## src/rtl/multi_port_slot_allocator_pkg.sv

```systemverilog
// Shared defaults and types for the multi-port slot allocator.
package slot_alloc_pkg;

  localparam int DEF_DEPTH       = 64;
  localparam int DEF_ALLOC_PORTS = 3;
  localparam int DEF_FREE_PORTS  = 3;
  localparam int DEF_RESERVED    = 0;
  localparam int DEF_IDX_W       = $clog2(DEF_DEPTH);

  typedef logic [DEF_IDX_W-1:0]       slot_idx_t;
  typedef logic [DEF_ALLOC_PORTS-1:0] alloc_vec_t;

  // Index width needed to address a free map of the given depth.
  function automatic int idx_width(input int depth);
    return $clog2(depth);
  endfunction

endpackage

```

## src/rtl/multi_port_slot_allocator_if.sv

```systemverilog
// Allocation / release bus of the slot allocator. The front end drives it
// through the master modport, the allocator serves it through slave.
import slot_alloc_pkg::*;

interface multi_port_slot_allocator_if #(
  parameter int ALLOC_PORTS = DEF_ALLOC_PORTS,
  parameter int FREE_PORTS  = DEF_FREE_PORTS,
  parameter int IDX_W       = DEF_IDX_W
);
  logic                         flush;
  logic [ALLOC_PORTS-1:0]       alloc_req;
  logic [ALLOC_PORTS-1:0]       alloc_gnt;
  logic [ALLOC_PORTS*IDX_W-1:0] alloc_idx;
  logic [FREE_PORTS-1:0]        free_valid;
  logic [FREE_PORTS*IDX_W-1:0]  free_idx;
  logic [IDX_W:0]               free_count;
  logic                         empty;
  logic                         can_alloc_all;

  modport master (
    output flush, alloc_req, free_valid, free_idx,
    input  alloc_gnt, alloc_idx, free_count, empty, can_alloc_all
  );

  modport slave (
    input  flush, alloc_req, free_valid, free_idx,
    output alloc_gnt, alloc_idx, free_count, empty, can_alloc_all
  );
endinterface

```

## src/rtl/multi_port_slot_allocator_chk.sv

```systemverilog
// Simulation checks for the slot allocator: the registered count must always
// equal the population of the free map, and releases of entries that are
// already free or reserved are tallied in illegal_free_cnt (they are ignored
// by the datapath).
module multi_port_slot_allocator_chk #(
  parameter int DEPTH      = 64,
  parameter int IDX_W      = 6,
  parameter int FREE_PORTS = 3,
  parameter int RESERVED   = 0
) (
  input logic                        clk,
  input logic                        reset,
  input logic [DEPTH-1:0]            i_free_map,
  input logic [IDX_W:0]              i_free_count,
  input logic [FREE_PORTS-1:0]       i_free_valid,
  input logic [FREE_PORTS*IDX_W-1:0] i_free_idx
);

  function automatic logic [DEPTH-1:0] reset_map();
    logic [DEPTH-1:0] m;
    for (int i = 0; i < DEPTH; i++) begin
      m[i] = (i >= RESERVED);
    end
    return m;
  endfunction

  function automatic logic [IDX_W:0] popcount(input logic [DEPTH-1:0] v);
    logic [IDX_W:0] c;
    c = '0;
    for (int i = 0; i < DEPTH; i++) begin
      c = c + {{IDX_W{1'b0}}, v[i]};
    end
    return c;
  endfunction

  localparam logic [DEPTH-1:0] L_RESET_MAP = reset_map();

  int w_illegal_n;
  int illegal_free_cnt;

  // Count release ports naming an entry that is already free or reserved.
  always_comb begin
    w_illegal_n = 0;
    for (int f = 0; f < FREE_PORTS; f++) begin
      w_illegal_n = w_illegal_n + int'(i_free_valid[f] &
                    (i_free_map[i_free_idx[f*IDX_W +: IDX_W]] |
                     ~L_RESET_MAP[i_free_idx[f*IDX_W +: IDX_W]]));
    end
  end

  // Accumulate illegal releases and check the count/map invariant.
  always_ff @(posedge clk or negedge reset) begin
    if (!reset) begin
      illegal_free_cnt <= 0;
    end else begin
      illegal_free_cnt <= illegal_free_cnt + w_illegal_n;
      assert (i_free_count == popcount(i_free_map));
    end
  end

endmodule

```

## src/rtl/multi_port_slot_allocator_lsb_multi_pick.sv

```systemverilog
// Combinational picker: returns the PICKS lowest set-bit positions of a
// vector, lowest first, by repeatedly taking the lowest bit and masking it.
module lsb_multi_pick #(
  parameter int WIDTH = 64,
  parameter int PICKS = 3,
  parameter int IDX_W = $clog2(WIDTH)
) (
  input  logic [WIDTH-1:0]       i_vec,
  output logic [PICKS*IDX_W-1:0] o_idx,
  output logic [PICKS-1:0]       o_valid
);

  logic [WIDTH-1:0] w_rem;

  // Peel off the lowest remaining set bit once per pick slot.
  always_comb begin
    w_rem   = i_vec;
    o_idx   = '0;
    o_valid = '0;
    for (int p = 0; p < PICKS; p++) begin
      for (int i = 0; i < WIDTH; i++) begin
        if (w_rem[i] && !o_valid[p]) begin
          o_valid[p]                = 1'b1;
          o_idx[p*IDX_W +: IDX_W]   = IDX_W'(i);
          w_rem[i]                  = 1'b0;
        end else begin
          w_rem[i] = w_rem[i];
        end
      end
    end
  end

endmodule

```

## src/rtl/multi_port_slot_allocator.sv

```systemverilog
// Registered free-list allocator. Keeps a DEPTH-bit free map, grants up to
// ALLOC_PORTS lowest free entries per cycle (requesting ports compacted in
// port order) and accepts up to FREE_PORTS releases per cycle.
// Optional macro SLOT_ALLOC_FREE_BYPASS_EN: entries released this cycle are
// also grantable this cycle; otherwise released entries become grantable on
// the following cycle and there is no combinational path free_* -> alloc_*.
import slot_alloc_pkg::*;

module multi_port_slot_allocator #(
  parameter int DEPTH       = DEF_DEPTH,
  parameter int IDX_W       = idx_width(DEPTH),
  parameter int ALLOC_PORTS = DEF_ALLOC_PORTS,
  parameter int FREE_PORTS  = DEF_FREE_PORTS,
  parameter int RESERVED    = DEF_RESERVED
) (
  input logic                      clk,
  input logic                      reset,
  multi_port_slot_allocator_if.slave bus
);

  function automatic logic [DEPTH-1:0] reset_map();
    logic [DEPTH-1:0] m;
    for (int i = 0; i < DEPTH; i++) begin
      m[i] = (i >= RESERVED);
    end
    return m;
  endfunction

  function automatic logic [IDX_W:0] popcount(input logic [DEPTH-1:0] v);
    logic [IDX_W:0] c;
    c = '0;
    for (int i = 0; i < DEPTH; i++) begin
      c = c + {{IDX_W{1'b0}}, v[i]};
    end
    return c;
  endfunction

  localparam logic [DEPTH-1:0] L_RESET_MAP   = reset_map();
  localparam logic [IDX_W:0]   L_RESET_COUNT = (IDX_W+1)'(DEPTH - RESERVED);
  localparam logic [IDX_W:0]   L_PORTS_COUNT = (IDX_W+1)'(ALLOC_PORTS);

  logic [DEPTH-1:0]             r_free_map;
  logic [IDX_W:0]               r_free_count;
  logic                         r_empty;
  logic                         r_can_alloc_all;

  logic [DEPTH-1:0]             w_freed_mask;
  logic [DEPTH-1:0]             w_pick_vec;
  logic [ALLOC_PORTS*IDX_W-1:0] w_pick_idx;
  logic [ALLOC_PORTS-1:0]       w_pick_valid;
  logic [ALLOC_PORTS-1:0]       w_gnt;
  logic [ALLOC_PORTS*IDX_W-1:0] w_idx;
  logic [DEPTH-1:0]             w_gnt_mask;
  logic                         w_sel_valid;
  logic [IDX_W-1:0]             w_sel_idx;
  logic [DEPTH-1:0]             w_next_map;
  logic [IDX_W:0]               w_next_count;
  int                           w_rank;

  // Decode releases into a mask; duplicates collapse, illegal ones drop out.
  always_comb begin
    w_freed_mask = '0;
    for (int f = 0; f < FREE_PORTS; f++) begin
      w_freed_mask[bus.free_idx[f*IDX_W +: IDX_W]] =
        w_freed_mask[bus.free_idx[f*IDX_W +: IDX_W]] |
        (bus.free_valid[f] &
         L_RESET_MAP[bus.free_idx[f*IDX_W +: IDX_W]] &
         ~r_free_map[bus.free_idx[f*IDX_W +: IDX_W]]);
    end
  end

`ifdef SLOT_ALLOC_FREE_BYPASS_EN
  assign w_pick_vec = r_free_map | w_freed_mask;
`else
  assign w_pick_vec = r_free_map;
`endif

  lsb_multi_pick #(
    .WIDTH (DEPTH),
    .PICKS (ALLOC_PORTS),
    .IDX_W (IDX_W)
  ) u_pick (
    .i_vec   (w_pick_vec),
    .o_idx   (w_pick_idx),
    .o_valid (w_pick_valid)
  );

  // Map requesting ports onto consecutive pick slots in port order.
  always_comb begin
    w_rank      = 0;
    w_gnt       = '0;
    w_idx       = '0;
    w_gnt_mask  = '0;
    w_sel_valid = 1'b0;
    w_sel_idx   = '0;
    for (int p = 0; p < ALLOC_PORTS; p++) begin
      w_sel_valid = 1'b0;
      w_sel_idx   = '0;
      for (int k = 0; k < ALLOC_PORTS; k++) begin
        if (k == w_rank) begin
          w_sel_valid = w_pick_valid[k];
          w_sel_idx   = w_pick_idx[k*IDX_W +: IDX_W];
        end else begin
          w_sel_valid = w_sel_valid;
        end
      end
      w_gnt[p] = bus.alloc_req[p] & w_sel_valid & ~bus.flush & reset;
      if (w_gnt[p]) begin
        w_idx[p*IDX_W +: IDX_W] = w_sel_idx;
        w_gnt_mask[w_sel_idx]   = 1'b1;
      end else begin
        w_idx[p*IDX_W +: IDX_W] = '0;
      end
      w_rank = w_rank + int'(bus.alloc_req[p]);
    end
  end

  // A bypassed entry is both freed and granted, so it nets out of the map.
  assign w_next_map   = (r_free_map | w_freed_mask) & ~w_gnt_mask;
  assign w_next_count = r_free_count - popcount(w_gnt_mask) + popcount(w_freed_mask);

  // Free map, count and the count-derived status flags; flush restores reset contents.
  always_ff @(posedge clk or negedge reset) begin
    if (!reset) begin
      r_free_map      <= L_RESET_MAP;
      r_free_count    <= L_RESET_COUNT;
      r_empty         <= (L_RESET_COUNT == '0);
      r_can_alloc_all <= (L_RESET_COUNT >= L_PORTS_COUNT);
    end else if (bus.flush) begin
      r_free_map      <= L_RESET_MAP;
      r_free_count    <= L_RESET_COUNT;
      r_empty         <= (L_RESET_COUNT == '0);
      r_can_alloc_all <= (L_RESET_COUNT >= L_PORTS_COUNT);
    end else begin
      r_free_map      <= w_next_map;
      r_free_count    <= w_next_count;
      r_empty         <= (w_next_count == '0);
      r_can_alloc_all <= (w_next_count >= L_PORTS_COUNT);
    end
  end

  assign bus.alloc_gnt     = w_gnt;
  assign bus.alloc_idx     = w_idx;
  assign bus.free_count    = r_free_count;
  assign bus.empty         = r_empty;
  assign bus.can_alloc_all = r_can_alloc_all;

  multi_port_slot_allocator_chk #(
    .DEPTH      (DEPTH),
    .IDX_W      (IDX_W),
    .FREE_PORTS (FREE_PORTS),
    .RESERVED   (RESERVED)
  ) u_chk (
    .clk          (clk),
    .reset        (reset),
    .i_free_map   (r_free_map),
    .i_free_count (r_free_count),
    .i_free_valid (bus.free_valid),
    .i_free_idx   (bus.free_idx)
  );

endmodule

```

## src/flat_wrapper.sv

```systemverilog
// flat-port wrapper written by rule: the top's interface ports become plain ports
module multi_port_slot_allocator_flat 
#(
  parameter int DEPTH       = DEF_DEPTH,
  parameter int IDX_W       = idx_width(DEPTH),
  parameter int ALLOC_PORTS = DEF_ALLOC_PORTS,
  parameter int FREE_PORTS  = DEF_FREE_PORTS,
  parameter int RESERVED    = DEF_RESERVED
)
  (clk, reset, bus_flush, bus_alloc_req, bus_free_valid, bus_free_idx, bus_alloc_gnt, bus_alloc_idx, bus_free_count, bus_empty, bus_can_alloc_all);
  multi_port_slot_allocator_if #(.ALLOC_PORTS(ALLOC_PORTS), .FREE_PORTS(FREE_PORTS), .IDX_W(IDX_W)) bus_i ();
  input logic clk;
  input logic reset;
  input wire logic [$bits(bus_i.flush)-1:0] bus_flush;
  input wire logic [$bits(bus_i.alloc_req)-1:0] bus_alloc_req;
  input wire logic [$bits(bus_i.free_valid)-1:0] bus_free_valid;
  input wire logic [$bits(bus_i.free_idx)-1:0] bus_free_idx;
  output wire logic [$bits(bus_i.alloc_gnt)-1:0] bus_alloc_gnt;
  output wire logic [$bits(bus_i.alloc_idx)-1:0] bus_alloc_idx;
  output wire logic [$bits(bus_i.free_count)-1:0] bus_free_count;
  output wire logic [$bits(bus_i.empty)-1:0] bus_empty;
  output wire logic [$bits(bus_i.can_alloc_all)-1:0] bus_can_alloc_all;
  assign bus_i.flush = bus_flush;
  assign bus_i.alloc_req = bus_alloc_req;
  assign bus_i.free_valid = bus_free_valid;
  assign bus_i.free_idx = bus_free_idx;
  assign bus_alloc_gnt = bus_i.alloc_gnt;
  assign bus_alloc_idx = bus_i.alloc_idx;
  assign bus_free_count = bus_i.free_count;
  assign bus_empty = bus_i.empty;
  assign bus_can_alloc_all = bus_i.can_alloc_all;
  multi_port_slot_allocator #(.DEPTH(DEPTH), .IDX_W(IDX_W), .ALLOC_PORTS(ALLOC_PORTS), .FREE_PORTS(FREE_PORTS), .RESERVED(RESERVED)) u_core (.clk(clk), .reset(reset), .bus(bus_i));
endmodule
```

## config.mk

```make
export PLATFORM = sky130hd
export DESIGN_NAME = multi_port_slot_allocator_flat
export DESIGN_NICKNAME = d
export VERILOG_FILES = /design/src/rtl/multi_port_slot_allocator_pkg.sv /design/src/rtl/multi_port_slot_allocator_if.sv /design/src/rtl/multi_port_slot_allocator_chk.sv /design/src/rtl/multi_port_slot_allocator_lsb_multi_pick.sv /design/src/rtl/multi_port_slot_allocator.sv /design/src/flat_wrapper.sv
export SDC_FILE = /design/constraint.sdc
export NUM_CORES = 1
export LEC_CHECK = 0
export ABC_AREA = 1
export CAP_MARGIN = 30
export CORE_ASPECT_RATIO = 1.2
export CORE_UTILIZATION = 65
export CTS_CLUSTER_DIAMETER = 200
export CTS_CLUSTER_SIZE = 8
export DETAILED_ROUTE_END_ITERATION = 10
export PLACE_DENSITY_LB_ADDON = 0.25
export SLEW_MARGIN = 30
export SYNTH_ARGS = -nofsm -noshare
export SYNTH_HDL_FRONTEND = slang
export SYNTH_SLANG_ARGS = --single-unit
```

## constraint.sdc

```tcl
create_clock -name clk -period 15.1 [get_ports clk]
set_clock_uncertainty 0.1 [all_clocks]
set_input_delay 3.775 -clock clk [delete_from_list [all_inputs] [get_ports clk]]
set_output_delay 3.775 -clock clk [all_outputs]
set_load 0.01 [all_outputs]
```

==> results.txt, run 1 <==
* Starting utilization of the core area: 0.6628
- Of the total synthesized cell area, the portion taken by XOR and XNOR cells is 0.005030.
- CTS H-Tree Depth: 3
* Compound-Gate Fraction of Synth Area: 0.1738
- The run ended at global routing (5_1_grt).
* Post-CTS Hold Buffers: 0
- Leftover overflow at the end of global routing: 77
* Multiplexer area fraction after synthesis: 0
* Number of input and output port buffers inserted: 56
- Clock tree synthesis selected as its root buffer the cell sky130_fd_sc_hd__clkbuf_16.
- The floorplan has 65 rows.
* DIE WIDTH: 151.4 um
- 57 I/O pins were placed.
* Post-synth EDFFs: 0
- Number of CTS-inserted buffers: 9
- Count of clock tree sinks: 73
- Synth async-reset ratio: 1.000
- Gpl congestion: 1.314
- Yosys printed 0 warnings.
- Main combinational cell family by area after synthesis: simple AND/OR/NAND/NOR gates
* Synthesized-area fraction occupied by adder cells: 0.1618
- Main synth FF type: sky130_fd_sc_hd__dfstp_2
* Synth unique cells: 74
* GRT Resource Usage Total: 0.6682
* Die outline height: 181.3 um
- The number of global-route vias before repair was 24,628.
* Total standard cell area after synthesis: 17,410 um^2
- The run stopped with a tool error.
* Synth Register Bits: 73
- Seq/Total Area, Yosys: 0.1097
- Global-route wire length before repair: 138,700 um
- Detailed placement finished with a half-perimeter wire length of 65,880 um.
- Synthesized net count: 2,968
* Number of cells produced by synthesis: 2,789
- Entering global routing, the biggest net connects 74 pins.
- Tool error: [ERROR GRT-0116] Global routing finished with congestion. Check the congestion regions in the DRC Viewer.
- Of the total synthesized cell area, the portion taken by AND, OR, NAND and NOR gates is 0.4417.
- Avg Inst Size Synth: 6.243 um^2
* Maximum clock insertion buffer count: 2
## cell usage after synthesis (5+ instances only)
master	number	area, um^2
sky130_fd_sc_hd__fa_1	122	2442
sky130_fd_sc_hd__nand3_2	15	150.1
sky130_fd_sc_hd__clkbuf_1	37	138.9
sky130_fd_sc_hd__ha_1	30	375.4
sky130_fd_sc_hd__o221ai_1	11	96.34
sky130_fd_sc_hd__nand2_1	582	2185
sky130_fd_sc_hd__o41ai_1	19	166.4
sky130_fd_sc_hd__or2_2	30	187.7
sky130_fd_sc_hd__o22ai_1	89	556.8
sky130_fd_sc_hd__dfstp_2	66	1734
sky130_fd_sc_hd__a211oi_1	5	37.54
sky130_fd_sc_hd__nor4_1	22	137.6
sky130_fd_sc_hd__a21oi_1	138	690.7
sky130_fd_sc_hd__nand3_1	164	820.8
sky130_fd_sc_hd__nand3_4	6	105.1
sky130_fd_sc_hd__inv_2	30	112.6
sky130_fd_sc_hd__o21bai_1	8	60.06
sky130_fd_sc_hd__inv_1	399	1498
sky130_fd_sc_hd__nand2_4	6	67.56
sky130_fd_sc_hd__nor2_4	41	461.7
sky130_fd_sc_hd__nand4_2	14	175.2
sky130_fd_sc_hd__a22oi_1	10	75.07
sky130_fd_sc_hd__a31oi_1	13	81.33
sky130_fd_sc_hd__clkinv_1	13	48.80
sky130_fd_sc_hd__nor3_1	73	365.4
sky130_fd_sc_hd__nor2_1	497	1866
sky130_fd_sc_hd__xnor2_1	7	61.31
sky130_fd_sc_hd__dfrtp_1	7	175.2
sky130_fd_sc_hd__o31ai_1	12	90.09
sky130_fd_sc_hd__nor2_2	23	143.9
sky130_fd_sc_hd__nand4_1	30	187.7
sky130_fd_sc_hd__o2111ai_1	18	157.7
sky130_fd_sc_hd__a221oi_1	10	87.58
sky130_fd_sc_hd__a41oi_1	5	43.79
sky130_fd_sc_hd__and2_1	29	181.4
sky130_fd_sc_hd__nand2_2	13	81.33
sky130_fd_sc_hd__nand4_4	16	340.3
sky130_fd_sc_hd__o21ai_0	106	530.5
## layer usage
metal / overflow / track usage
met2: 34 / 0.8584
met3: 0 / 0.4735
met5: 0 / 0.09630
met1: 1 / 0.6976
met4: 42 / 0.6108
## per-stage QoR
| step | instances | area, um^2 | util | worst slack [ps] |
|---|---|---|---|---|
| 2_1_floorplan | 2789 | 17430 | - | 30.76 |
| 3_3_place_gp | 3444 | 20550 | 0.7822 | -817.3 |
| 3_5_place_dp | 3444 | 20550 | 0.7822 | -1196 |
| 4_1_cts | 3470 | 21260 | 0.8093 | 1.192 |
## cell families after synthesis
group	count (synthesis)
buffers and inverters	490
and+or+nand+nor	1583
AOI/OAI and AO/OA	481
adders and majority gates	152
DFF	73
xor gates and xnor gates	10
## timing repair
item | in CTS
pin swaps | 17
setup endpoints to repair | 8
resized for setup | 93
gates cloned | 4
buffers inserted | 6
==> run 2, diff against run 1 <==
--- a/config.mk
+++ b/config.mk
@@ -7,12 +7,9 @@
 export LEC_CHECK = 0
 export ABC_AREA = 1
 export CAP_MARGIN = 30
-export CORE_ASPECT_RATIO = 1.2
-export CORE_UTILIZATION = 65
-export CTS_CLUSTER_DIAMETER = 200
-export CTS_CLUSTER_SIZE = 8
+export CORE_UTILIZATION = 40
 export DETAILED_ROUTE_END_ITERATION = 10
-export PLACE_DENSITY_LB_ADDON = 0.25
+export PLACE_DENSITY_LB_ADDON = 0.15
 export SLEW_MARGIN = 30
 export SYNTH_ARGS = -nofsm -noshare
 export SYNTH_HDL_FRONTEND = slang
==> results.txt, run 2 <==
* GRT Resource Usage Total: 0.4410
* Leftover overflow at the end of global routing: 0
- The count of final max-slew check failures is 0.
- Yosys attributes the largest share of cell area to sky130_fd_sc_hd__fa_1 14%, sky130_fd_sc_hd__nand2_1 13%, sky130_fd_sc_hd__nor2_1 11%.
- The die boundary height was 210.6 um (+16%).
- In this run the static leakage power is 11.21 nW.
- Master cell of the clock root buffer: sky130_fd_sc_hd__clkbuf_16
* Share of the synthesized area in the top cell type: 0.1403 (unchanged)
- Main synth FF type: sky130_fd_sc_hd__dfstp_2
- The I/O pin count came to 57 (unchanged).
- DP Worst Slack: -1319 ps (-122.9 ps)
* DRC errors left: 0
- Most common cell in the synthesized netlist: sky130_fd_sc_hd__nand2_1
* Biggest area consumer among synthesized cells: sky130_fd_sc_hd__fa_1
- Crit path max fanout: 15
- The region available for standard cell placement spans 42,980 um^2.
* Cell repeated most along the worst path: sky130_fd_sc_hd__fa_1
- Post-synth EDFFs: 0 (unchanged)
* Routed length per placed instance: 25.87 um
- In the layout the commonest cells are 563 x sky130_fd_sc_hd__nand2_1, 482 x sky130_fd_sc_hd__nor2_1, 373 x sky130_fd_sc_hd__buf_4.
- The layout has 4,329 filler cells.
- Area overhead of the layout relative to synthesis: 34.21%
- Post-route clock period utilization: 0.9983
* Cell row count: 76 (+17%)
- Max FFs per register: 64
- Of the cells placed in the final design, the portion with a size suffix greater than 1 is 0.2864.
* Synth Register Bits: 73 (unchanged)
* Classification of the worst setup path: in -> reg
- Post-CTS Hold Buffers: 0 (unchanged)
- The CTS sink count was 73 (unchanged).
- The die span in x came to 210.6 um (+39%).
- The number of global-route vias before repair was 21,804.
* Clock-pin slew reported for the worst setup and hold paths after clock tree synthesis: 70 ps
* Final setup slack of the worst path: 25.58 ps
- Final min period: 15,070 ps
- Synthesized-area fraction occupied by adder cells: 0.1618 (unchanged)
* Number of input and output port buffers inserted: 56 (unchanged)
* Placed inst area: 21,270 um^2 (+3.5%)
- The detailed router finished its first iteration with 2,714 violations.
- At the pin with the least slew margin, the transition time is 977.4 ps.
- The first TritonRoute pass finished after 8 iterations.
- Worst max-slew margin expressed relative to the limit: 0.3424
- Clk Latency, worst-skew pair: 360 ps
- The HPWL reported at the end of detailed placement is 81,200 um (+23%).
- Most instantiated cells after synthesis: 582 x sky130_fd_sc_hd__nand2_1, 497 x sky130_fd_sc_hd__nor2_1, 399 x sky130_fd_sc_hd__inv_1
- The final layout contains routed wiring with a total length of 98,740 um.
- Number of antenna violations at the first check in global routing: 2
* Kind of end point of the critical path: flop
- Master of the slowest instance on the critical path: sky130_fd_sc_hd__fa_1
- The compound-cell area share of the yosys netlist is 0.1738 (unchanged).
- Required arrival time at the worst endpoint: 15,280 ps
* Number of CTS-inserted buffers: 9 (unchanged)
- The Yosys warning count is 0 (unchanged).
* Starting utilization of the core area: 0.4051 (-0.2577)
* Avg Inst Size Synth: 6.243 um^2 (unchanged)
* Antenna Violating Nets Remaining: 0
* Final hold viol count: 0
* Largest net degree at the start of global routing: 72
* Critical path launch point type: primary input
- Final TNS setup: 0 ps
- At the end of the flow, the number of nets in the layout was 3,404.
* Synth unique cells: 74 (unchanged)
- The netlist area before placement is 17,410 um^2 (unchanged).
* Main combinational cell family by area after synthesis: simple AND/OR/NAND/NOR gates
* Post-synthesis simple-gate area fraction: 0.4417 (unchanged)
- Synth async-reset ratio: 1.000 (unchanged)
- Status: completed
- Derived from the worst setup path, the maximum achievable clock frequency is 0.06634 GHz.
* Total die area: 44,370 um^2
- The proportion of synthesized area in mux cells came to 0 (unchanged).
* Vias: 22,769
- IR analysis of the VDD net gives a maximum drop of 1.196 mV.
* CTS H-Tree Depth: 3 (unchanged)
- The post-synthesis sequential area ratio is 0.1097 (unchanged).
- The tool flagged a number of max-cap violations equal to 0.
- Top register by number of flip-flops: u_core.r_free_map
- Most common cell after layout, fill and taps aside: sky130_fd_sc_hd__nand2_1
- The synthesized net count was 2,968 (unchanged).
- Maximum clock insertion buffer count: 2 (unchanged)
- Setup violations remaining at the end of the flow were counted as 0.
- The synthesized instance count was 2,789 (unchanged).
- At the worst endpoint, the arrival time is 15,260 ps.
- The fraction of synthesized cell area in xor and xnor cells came to 0.005030 (unchanged).
* Unrepaired setup endpoints after global routing: true
- The final RePlAce weighted congestion is 1.082 (-18%).
* Delay of the slowest critical-path stage: 520 ps
- Clock tree from TritonCTS: yes
* Pwr per Cell Area: 134.8 nW/um^2
- The first global-routing pass estimated 142,200 um of wire.
* Detail-routed via count per cell: 5.967
- Summing all non-filler instances in the final layout gives an area of 23,370 um^2.
* Worst hold path type: reg -> reg
## run 2: cell counts after synthesis
Identical to the previous run, type by type.
## run 2: critical path: cells and delay by family
| kind | cells | cell delay [ps] |
|---|---|---|
| buffers and inverters | 23 | 2280 |
| xor gates and xnor gates | 1 | 150 |
| adders and majority gates | 12 | 5470 |
| AOI/OAI and AO/OA | 13 | 1970 |
| and+or+nand+nor | 12 | 1570 |
## run 2: stage by stage
stage | total power, W | instances | hold slack [ps] | utilization
floorplan | 0.001504 | 2789 | 502.9 | -
global placement | 0.002376 | 3744 | 651.6 | 0.4949
detailed placement | 0.002412 | 3744 | 658.3 | 0.4949
CTS | 0.002908 | 3793 | 667.3 | 0.5254
global route | 0.003427 | 3815 | 715.8 | 0.5436
finish | 0.003150 | 3816 | 709.8 | 0.5437
## run 2: power by group
part	switching, W	internal (W)
Sequential	0.0000102	0.000224
Combinational	0.00135	0.00133
Clock	0.000100	0.000131
Total	0.00146	0.00169
## run 2: repair_timing
item,in CTS,in global routing
resized for setup,190,175
setup endpoints to repair,8,7
gates cloned,6,1
pin swaps,43,63
buffers inserted,27,27
## run 2: path summary, 6_finish.rpt
check | endpoint | depth (start not counted) | from | slack (ps)
worst min-delay path | u_core.r_free_map[4]$_DFF_PN1_ | 4 | u_core.r_free_map[4]$_DFF_PN1_ | 710
worst min register to register | u_core.r_free_map[4]$_DFF_PN1_ | 4 | u_core.r_free_map[4]$_DFF_PN1_ | 710
worst max-delay path | u_core.bus.can_alloc_all$_DFF_PN1_ | 61 | bus_free_idx[1] | 30
min in group asynchronous | u_core.bus.free_count[6]$_DFF_PN1_ | 1 | reset | 3290
max in group asynchronous | u_core.r_free_map[58]$_DFF_PN1_ | 2 | reset | 10940
worst max register to register | u_core.bus.can_alloc_all$_DFF_PN1_ | 67 | u_core.r_free_map[2]$_DFF_PN1_ | 540
## run 2: final cells by class
| cell class | count | area, um^2 | share of cell area |
|---|---|---|---|
| timing repair buffer | 472 | 4079 | 0.1746 |
| clock buffer | 9 | 225.2 | 0.009638 |
| inverter | 443 | 1702 | 0.07282 |
| clock inverter | 7 | 81.33 | 0.003480 |
| multi-input combinational | 2226 | 14640 | 0.6264 |
| sequential | 73 | 1909 | 0.08171 |
| antenna | 1 | 2.502 | 0.0001071 |
| tap | 585 | 732.0 | 0.03132 |
## run 2: routing by layer
layer  vias to the layer above  global-route usage  routed length (um)  share of wire
li1                      10099                   -                   -              -
met1                     10858              0.5762               38750           0.39
met2                      1431              0.6655               41600           0.42
met3                       381              0.1167               11820           0.12
met4                         0              0.2306                6565          0.066
met5                         -                   0                   0              0
## run 2: cells by family (layout without fill, tap and decap cells)
| logic type | Yosys count | in the layout |
|---|---|---|
| simple gates | 1583 | 1583 |
| buf+inv | 490 | 931 |
| compound gates | 481 | 481 |
| fa+ha+maj | 152 | 152 |
| flops | 73 | 73 |
| xor+xnor | 10 | 10 |
| other cells | 0 | 1 |
Note: power is estimated with default switching activity, not from simulation.
